File: src/rtl/marker_track.sv
// Tracks the tallest vertical run of row detections per frame and publishes its centre after frame start.
// Optional MARKER_TRACK_ROWS_EN adds marker_rows_out carrying the winning run height.
module marker_track #(
    parameter int unsigned X_TOL      = 16,
    parameter int unsigned PROB_THRES = 40,
    parameter int unsigned MIN_ROWS   = 4,
    parameter int unsigned MAX_GAP    = 2
) (
    input  logic        clk_in,
    input  logic        rst_in,
    input  logic        frame_start_in,
    input  logic [9:0]  vcount_in,
    input  logic        detect_in,
    input  logic [10:0] coord_in,
    input  logic [10:0] prob_in,
    output logic        marker_valid_out,
    output logic        marker_found_out,
    output logic [10:0] marker_x_out,
    output logic [9:0]  marker_y_out
`ifdef MARKER_TRACK_ROWS_EN
    ,
    output logic [9:0]  marker_rows_out
`endif
);

    localparam int unsigned XW = 11;
    localparam int unsigned YW = 10;
    localparam int unsigned RW = 11;

    localparam logic [XW-1:0] X_TOL_C = XW'(X_TOL);
    localparam logic [XW-1:0] PROB_C  = XW'(PROB_THRES);
    localparam logic [RW-1:0] MIN_C   = RW'(MIN_ROWS);
    localparam logic [RW-1:0] GAP_C   = RW'(MAX_GAP);

    typedef enum logic [1:0] {
        S_IDLE    = 2'd0,
        S_TRACK   = 2'd1,
        S_PUBLISH = 2'd2
    } state_t;

    state_t          state_q, state_d;
    logic [XW-1:0]   anchor_q, anchor_d;
    logic [XW-1:0]   x_min_q, x_min_d;
    logic [XW-1:0]   x_max_q, x_max_d;
    logic [YW-1:0]   y_start_q, y_start_d;
    logic [YW-1:0]   y_last_q, y_last_d;
    logic [XW-1:0]   best_x_q, best_x_d;
    logic [YW-1:0]   best_y_q, best_y_d;
    logic [RW-1:0]   best_rows_q, best_rows_d;
    logic            best_found_q, best_found_d;
    logic            valid_q, valid_d;
    logic            found_q, found_d;
    logic [XW-1:0]   x_q, x_d;
    logic [YW-1:0]   y_q, y_d;
`ifdef MARKER_TRACK_ROWS_EN
    logic [YW-1:0]   rows_q, rows_d;
`endif

    logic            accept_c;
    logic [XW-1:0]   coord_diff_c;
    logic            in_tol_c;
    logic            gap_close_c;
    logic [RW-1:0]   cand_rows_c;
    logic            cand_wins_c;
    logic [XW:0]     x_sum_c;
    logic [YW:0]     y_sum_c;
    logic [XW-1:0]   cand_x_c;
    logic [YW-1:0]   cand_y_c;
    logic            mrg_found_c;
    logic [XW-1:0]   mrg_x_c;
    logic [YW-1:0]   mrg_y_c;
    logic [RW-1:0]   mrg_rows_c;

    // Detection qualification and distance to the running anchor, ordered to avoid underflow
    assign accept_c     = detect_in && (prob_in <= PROB_C);
    assign coord_diff_c = (coord_in >= anchor_q) ? (coord_in - anchor_q) : (anchor_q - coord_in);
    assign in_tol_c     = (coord_diff_c < X_TOL_C);
    assign gap_close_c  = ({1'b0, vcount_in} > ({1'b0, y_last_q} + GAP_C));

    // Result of closing the open candidate against the current best; ties keep the earlier best
    assign cand_rows_c  = {1'b0, y_last_q} - {1'b0, y_start_q} + RW'(1);
    assign cand_wins_c  = (cand_rows_c >= MIN_C) && (cand_rows_c > best_rows_q);
    assign x_sum_c      = {1'b0, x_min_q} + {1'b0, x_max_q};
    assign y_sum_c      = {1'b0, y_start_q} + {1'b0, y_last_q};
    assign cand_x_c     = XW'(x_sum_c >> 1);
    assign cand_y_c     = YW'(y_sum_c >> 1);
    assign mrg_found_c  = cand_wins_c ? 1'b1        : best_found_q;
    assign mrg_x_c      = cand_wins_c ? cand_x_c    : best_x_q;
    assign mrg_y_c      = cand_wins_c ? cand_y_c    : best_y_q;
    assign mrg_rows_c   = cand_wins_c ? cand_rows_c : best_rows_q;

    // Next-state and register updates
    always_comb begin
        state_d      = state_q;
        anchor_d     = anchor_q;
        x_min_d      = x_min_q;
        x_max_d      = x_max_q;
        y_start_d    = y_start_q;
        y_last_d     = y_last_q;
        best_x_d     = best_x_q;
        best_y_d     = best_y_q;
        best_rows_d  = best_rows_q;
        best_found_d = best_found_q;
        valid_d      = 1'b0;
        found_d      = found_q;
        x_d          = x_q;
        y_d          = y_q;
`ifdef MARKER_TRACK_ROWS_EN
        rows_d       = rows_q;
`endif

        if (frame_start_in) begin
            // Publish the frame result (folding in any open candidate) and start the next frame empty
            state_d = S_PUBLISH;
            valid_d = 1'b1;
            if (state_q == S_TRACK) begin
                found_d = mrg_found_c;
                x_d     = mrg_x_c;
                y_d     = mrg_y_c;
`ifdef MARKER_TRACK_ROWS_EN
                rows_d  = YW'(mrg_rows_c);
`endif
            end else begin
                found_d = best_found_q;
                x_d     = best_x_q;
                y_d     = best_y_q;
`ifdef MARKER_TRACK_ROWS_EN
                rows_d  = YW'(best_rows_q);
`endif
            end
            best_x_d     = '0;
            best_y_d     = '0;
            best_rows_d  = '0;
            best_found_d = 1'b0;
        end else begin
            unique case (state_q)
                S_IDLE: begin
                    if (accept_c) begin
                        state_d   = S_TRACK;
                        anchor_d  = coord_in;
                        x_min_d   = coord_in;
                        x_max_d   = coord_in;
                        y_start_d = vcount_in;
                        y_last_d  = vcount_in;
                    end
                end
                S_TRACK: begin
                    if (gap_close_c) begin
                        // Any detection in this cycle is dropped with the closing candidate
                        state_d      = S_IDLE;
                        best_found_d = mrg_found_c;
                        best_x_d     = mrg_x_c;
                        best_y_d     = mrg_y_c;
                        best_rows_d  = mrg_rows_c;
                    end else if (accept_c && in_tol_c) begin
                        anchor_d = coord_in;
                        y_last_d = vcount_in;
                        if (coord_in < x_min_q) begin
                            x_min_d = coord_in;
                        end
                        if (coord_in > x_max_q) begin
                            x_max_d = coord_in;
                        end
                    end
                end
                S_PUBLISH: begin
                    state_d = S_IDLE;
                end
                default: begin
                    state_d = S_IDLE;
                end
            endcase
        end
    end

    always_ff @(posedge clk_in or posedge rst_in) begin
        if (rst_in) begin
            state_q      <= S_IDLE;
            anchor_q     <= '0;
            x_min_q      <= '0;
            x_max_q      <= '0;
            y_start_q    <= '0;
            y_last_q     <= '0;
            best_x_q     <= '0;
            best_y_q     <= '0;
            best_rows_q  <= '0;
            best_found_q <= 1'b0;
            valid_q      <= 1'b0;
            found_q      <= 1'b0;
            x_q          <= '0;
            y_q          <= '0;
`ifdef MARKER_TRACK_ROWS_EN
            rows_q       <= '0;
`endif
        end else begin
            state_q      <= state_d;
            anchor_q     <= anchor_d;
            x_min_q      <= x_min_d;
            x_max_q      <= x_max_d;
            y_start_q    <= y_start_d;
            y_last_q     <= y_last_d;
            best_x_q     <= best_x_d;
            best_y_q     <= best_y_d;
            best_rows_q  <= best_rows_d;
            best_found_q <= best_found_d;
            valid_q      <= valid_d;
            found_q      <= found_d;
            x_q          <= x_d;
            y_q          <= y_d;
`ifdef MARKER_TRACK_ROWS_EN
            rows_q       <= rows_d;
`endif
        end
    end

    assign marker_valid_out = valid_q;
    assign marker_found_out = found_q;
    assign marker_x_out     = x_q;
    assign marker_y_out     = y_q;
`ifdef MARKER_TRACK_ROWS_EN
    assign marker_rows_out  = rows_q;
`endif

endmodule

File: config.mk
export PLATFORM = sky130hd
export DESIGN_NAME = marker_track
export DESIGN_NICKNAME = d
export VERILOG_FILES = /design/src/rtl/marker_track.sv
export SDC_FILE = /design/constraint.sdc
export NUM_CORES = 1
export LEC_CHECK = 0
export CORE_MARGIN = 4
export CORE_UTILIZATION = 59
export DETAILED_ROUTE_END_ITERATION = 10
export DONT_BUFFER_PORTS = 1
export PLACE_DENSITY_LB_ADDON = 0.15
export SYNTH_ARGS = -nofsm -noshare
export SYNTH_HDL_FRONTEND = slang
export SYNTH_SLANG_ARGS = --single-unit
File: constraint.sdc
create_clock -name clk_in -period 3.9 [get_ports clk_in]
set_input_delay 1.17 -clock clk_in [delete_from_list [all_inputs] [get_ports clk_in]]
set_output_delay 1.17 -clock clk_in [all_outputs]
set_load 0.02 [all_outputs]
==> summary.txt <==
Routed wire length per instance -> 20.6 microns
Die ar. -> 0.0162 sq mm
Max Cap Violations -> 0
Synthesis-to-layout area growth -> 28.2%
Cell Rows -> 43
Average size of a mapped cell -> 9.08 sq um
Utilization after layout -> 0.774
Fillers -> 956
Final Wtd Congestion -> 0.971
Inst Count DP -> 1169
Worst supply voltage drop on vdd -> 0.218 mV
Critical Path Start Type -> flip-flop
Worst-path cell with the longest stage delay -> o41ai_4
Worst skew pair latency -> 0.36 ns
Per-cell via count in the routed design -> 6.41
Final clock period utilization by the worst path -> 1.02
Count of antenna diodes in the layout -> 0
Slew @ Worst Pin -> 0.926 ns
Post-Syn Area -> 0.00838 sq mm
Fin nets -> 1180
Boundary pin count -> 59
Fin Clk Skew -> 0.0122 ns
Final HPWL DP -> 17.3 mm
Count of synthesis-stage warnings from yosys -> 0
First-pass GRT wire length -> 37.5 mm
Crit path max-delay family -> compound AO/OA/AOI/OAI gates
First-pass DRT Iterations -> 5
Largest fanout on the critical path -> 8
Overall track demand over capacity in global routing -> 0.286
Register-to-register setup slack -> -0.08 ns
Core ar. -> 0.0139 sq mm
Static Leak -> 4.70 nW
Final max-slew violation count -> 0
Initial standard-cell utilization of the core -> 0.604
GR Util met1 -> 0.385
Gate count after technology mapping -> 923
Number of global-route vias before repair -> 7684
Most used routing layer in global routing -> met2
Most prevalent standard cell on the critical path -> ha_4
Power density over cell area -> 304 mW/mm^2
Mapped Nets -> 1063
Total of flip-flops plus latches after synthesis -> 111
Number of antenna violations at the first check in global routing -> 0
Main area contributors after synthesis -> dfrtp_1 33%, ha_1 15%, inv_1 3.8%, o21ai_0 3.0%, a21oi_1 2.9%
Global Route met3 Usage -> 0.0406
Top-count cell post-synth -> dfrtp_1
Count of input and output buffers -> 0
Post-detailed-placement cell area -> 0.00940 sq mm
Cell at the root of the clock tree -> clkbuf_16
Number of buffers inserted for hold repair after clock tree synthesis -> 0
Class of the most critical hold timing path -> reg2reg
Min Clock Period, post-route -> 3.98 ns
Via count -> 7856
Final std cell area, no fill -> 0.0107 sq mm
Result of the run -> complete, but fails checks
TritonCTS Buffers -> 9
Tightest slew margin relative to the limit -> 0.381
CTS max path bufs -> 2
Remaining Overflow, GRT -> 0
Share of Yosys cell area claimed by the top area cell type -> 0.331
CTS tree -> yes
Met2 track demand over resource in global routing -> 0.481
Synth async-reset ratio -> 1.00
Number of setup violations in the final report -> 23
PnR worst setup slack -> -0.0793 ns
Multi-input combinational cell area -> 0.00570 sq mm
Unrepaired setup endpoints after global routing -> true
Number of DRC violations after detailed routing -> 0
Overall routed net length -> 25.2 mm
Layout cell share with drive strength beyond 1 -> 0.287
Number of flops mapped to enable cells by yosys -> 0
Remaining number of nets flagged by the antenna check after routing -> 0
Violated checks -> setup timing
Layout Cells excl Fill -> 1225
Capturing element type of the critical path -> flip-flop
Category of the most critical setup path -> reg2reg
Buffering stage count on the worst path with inverters included -> 4
Achievable Freq -> 0.251 GHz
Sequence of cells on the critical path -> inv_2 -> ha_4 -> ha_4 -> a21oi_4 -> nor2_2 -> o41a_1 -> o2111ai_1 -> nor3b_4 -> ha_4 -> nand4b_1 -> mux2_4 -> o41ai_4 -> buf_6 -> buf_8 -> buf_4 -> o31ai_1 -> a31oi_1
Tot Pwr -> 3.27 mW
CP Data Required Time -> 4.18 ns
Cell types with the highest counts after synthesis -> 111 x dfrtp_1, 101 x ha_1, 85 x inv_1
Sinks on Clock Net -> 111
Largest net degree at the start of global routing -> 62
Worst endpoint data arrival time -> 4.26 ns
Die boundary height -> 127 microns
H-Tree Depth -> 3
Hold Vio Cnt, Final -> 0
Share of the yosys chip area belonging to registers -> 0.331
Cell accounting for the most synthesized area -> dfrtp_1
Number of library cell types mapped by synthesis -> 71
Stage delay of the slowest cell on the critical path -> 0.45 ns
Flip-flop cell with the highest count after synthesis -> dfrtp_1
Sequential cell area -> 0.00278 sq mm
Clock slew at the register clock pins of the worst setup and hold paths -> 0.08 ns
DIE WIDTH -> 127 microns
Drt first-iter violations -> 531
## metrics by stage
stage | setup TNS, ns | hold slack [ns] | setup WS [ns]
after global placement | -5.97 | 0.479 | -0.165
final | -0.631 | 0.518 | -0.0793
after global routing | -6.51 | 0.541 | -0.195
after floorplan | -0.184 | 0.465 | -0.147
after CTS | 0 | 0.497 | 0.00815
after detailed placement | -12.61 | 0.480 | -0.329
## metal layers
metal / part of all wire / routed length [microns]
met5: 0 / 0
met4: 0.025 / 635
met3: 0.057 / 1430
met2: 0.49 / 12300
met1: 0.43 / 10900
## sequential cells by signal (all words and copies together) (netlist names)
name / flops
state_q: 2
marker_x_out: 11
marker_valid_out: 1
best_rows_q: 11
best_found_q: 1
marker_found_out: 1
best_y_q: 10
y_start_q: 10
best_x_q: 11
x_max_q: 11
anchor_q: 11
x_min_q: 11
marker_y_out: 10
y_last_q: 10
## worst paths after layout
check	cells past startpoint	start	to
setup / recovery	17	y_start_q[2]	marker_x_out[0]
hold / removal	1	anchor_q[10]	anchor_q[10]
setup reg to reg	17	y_start_q[2]	marker_x_out[0]
hold reg to reg	1	anchor_q[10]	anchor_q[10]
max in group asynchronous	2	rst_in	y_start_q[4]
min in group asynchronous	1	rst_in	marker_x_out[1]
## what timing repair did
item / 4_1_cts / 5_1_grt
endpoints found under the hold margin: 0 / 0
setup buffers: 1 / 31
setup endpoints to repair: 52 / 97
resized for setup: 17 / 103
cloned: 0 / 8
pin swaps: 4 / 62
## report_power, final
group	internal [mW]	total [mW]	switching [mW]
registers	1.20	1.25	0.0518
clock network	0.475	0.936	0.460
logic	0.477	1.08	0.607
total	2.15	3.27	1.12
## worst register-to-register path: stages (launching register included)
cell       delay, ns
dfrtp_1         0.38
inv_2           0.06
ha_4            0.29
ha_4            0.21
a21oi_4         0.16
nor2_2          0.06
o41a_1          0.42
o2111ai_1       0.22
nor3b_4         0.34
ha_4            0.20
nand4b_1        0.10
mux2_4          0.33
o41ai_4         0.45
buf_6           0.17
buf_8           0.13
buf_4           0.14
o31ai_1         0.10
a31oi_1         0.17
## area by class of cell
type / instances / share of cell area
flip-flops and latches: 111 / 0.258
inverters: 85 / 0.0306
clock buffers: 11 / 0.0235
repair buffers: 154 / 0.132
well taps: 180 / 0.0210
clock inverters: 5 / 0.00384
multi-input cells: 679 / 0.531
## cell usage in the layout (no fill, tap or decap), types with 13 or more instances in the layout
cell type  netlist  final
buf_4            0    123
dfrtp_1        111    111
ha_1           101     85
inv_1           85     78
o21ai_0         51     50
nand2_1         48     47
a21oi_1         48     43
nor2_1          42     38
nand4_1         28     28
o31ai_1         31     28
nor4_1          30     24
xor2_1          20     19
nor2b_1         19     18
o31a_1          17     17
mux2_2          18     17
buf_6            1     15
a31oi_1         25     14
clkbuf_16        0     14
ha_4             0     13
## kinds of logic (layout without fill, tap and decap cells)
| family | Yosys count | in the layout | share of synthesized area |
|---|---|---|---|
| buffers and inverters | 133 | 255 | 0.0626 |
| adders and majority gates | 104 | 104 | 0.158 |
| xor gates and xnor gates | 30 | 30 | 0.0314 |
| muxes | 30 | 30 | 0.0388 |
| and+or+nand+nor | 244 | 244 | 0.157 |
| DFF | 111 | 111 | 0.331 |
| AOI/OAI and AO/OA | 271 | 271 | 0.221 |
(Power assumes the default switching activity.)
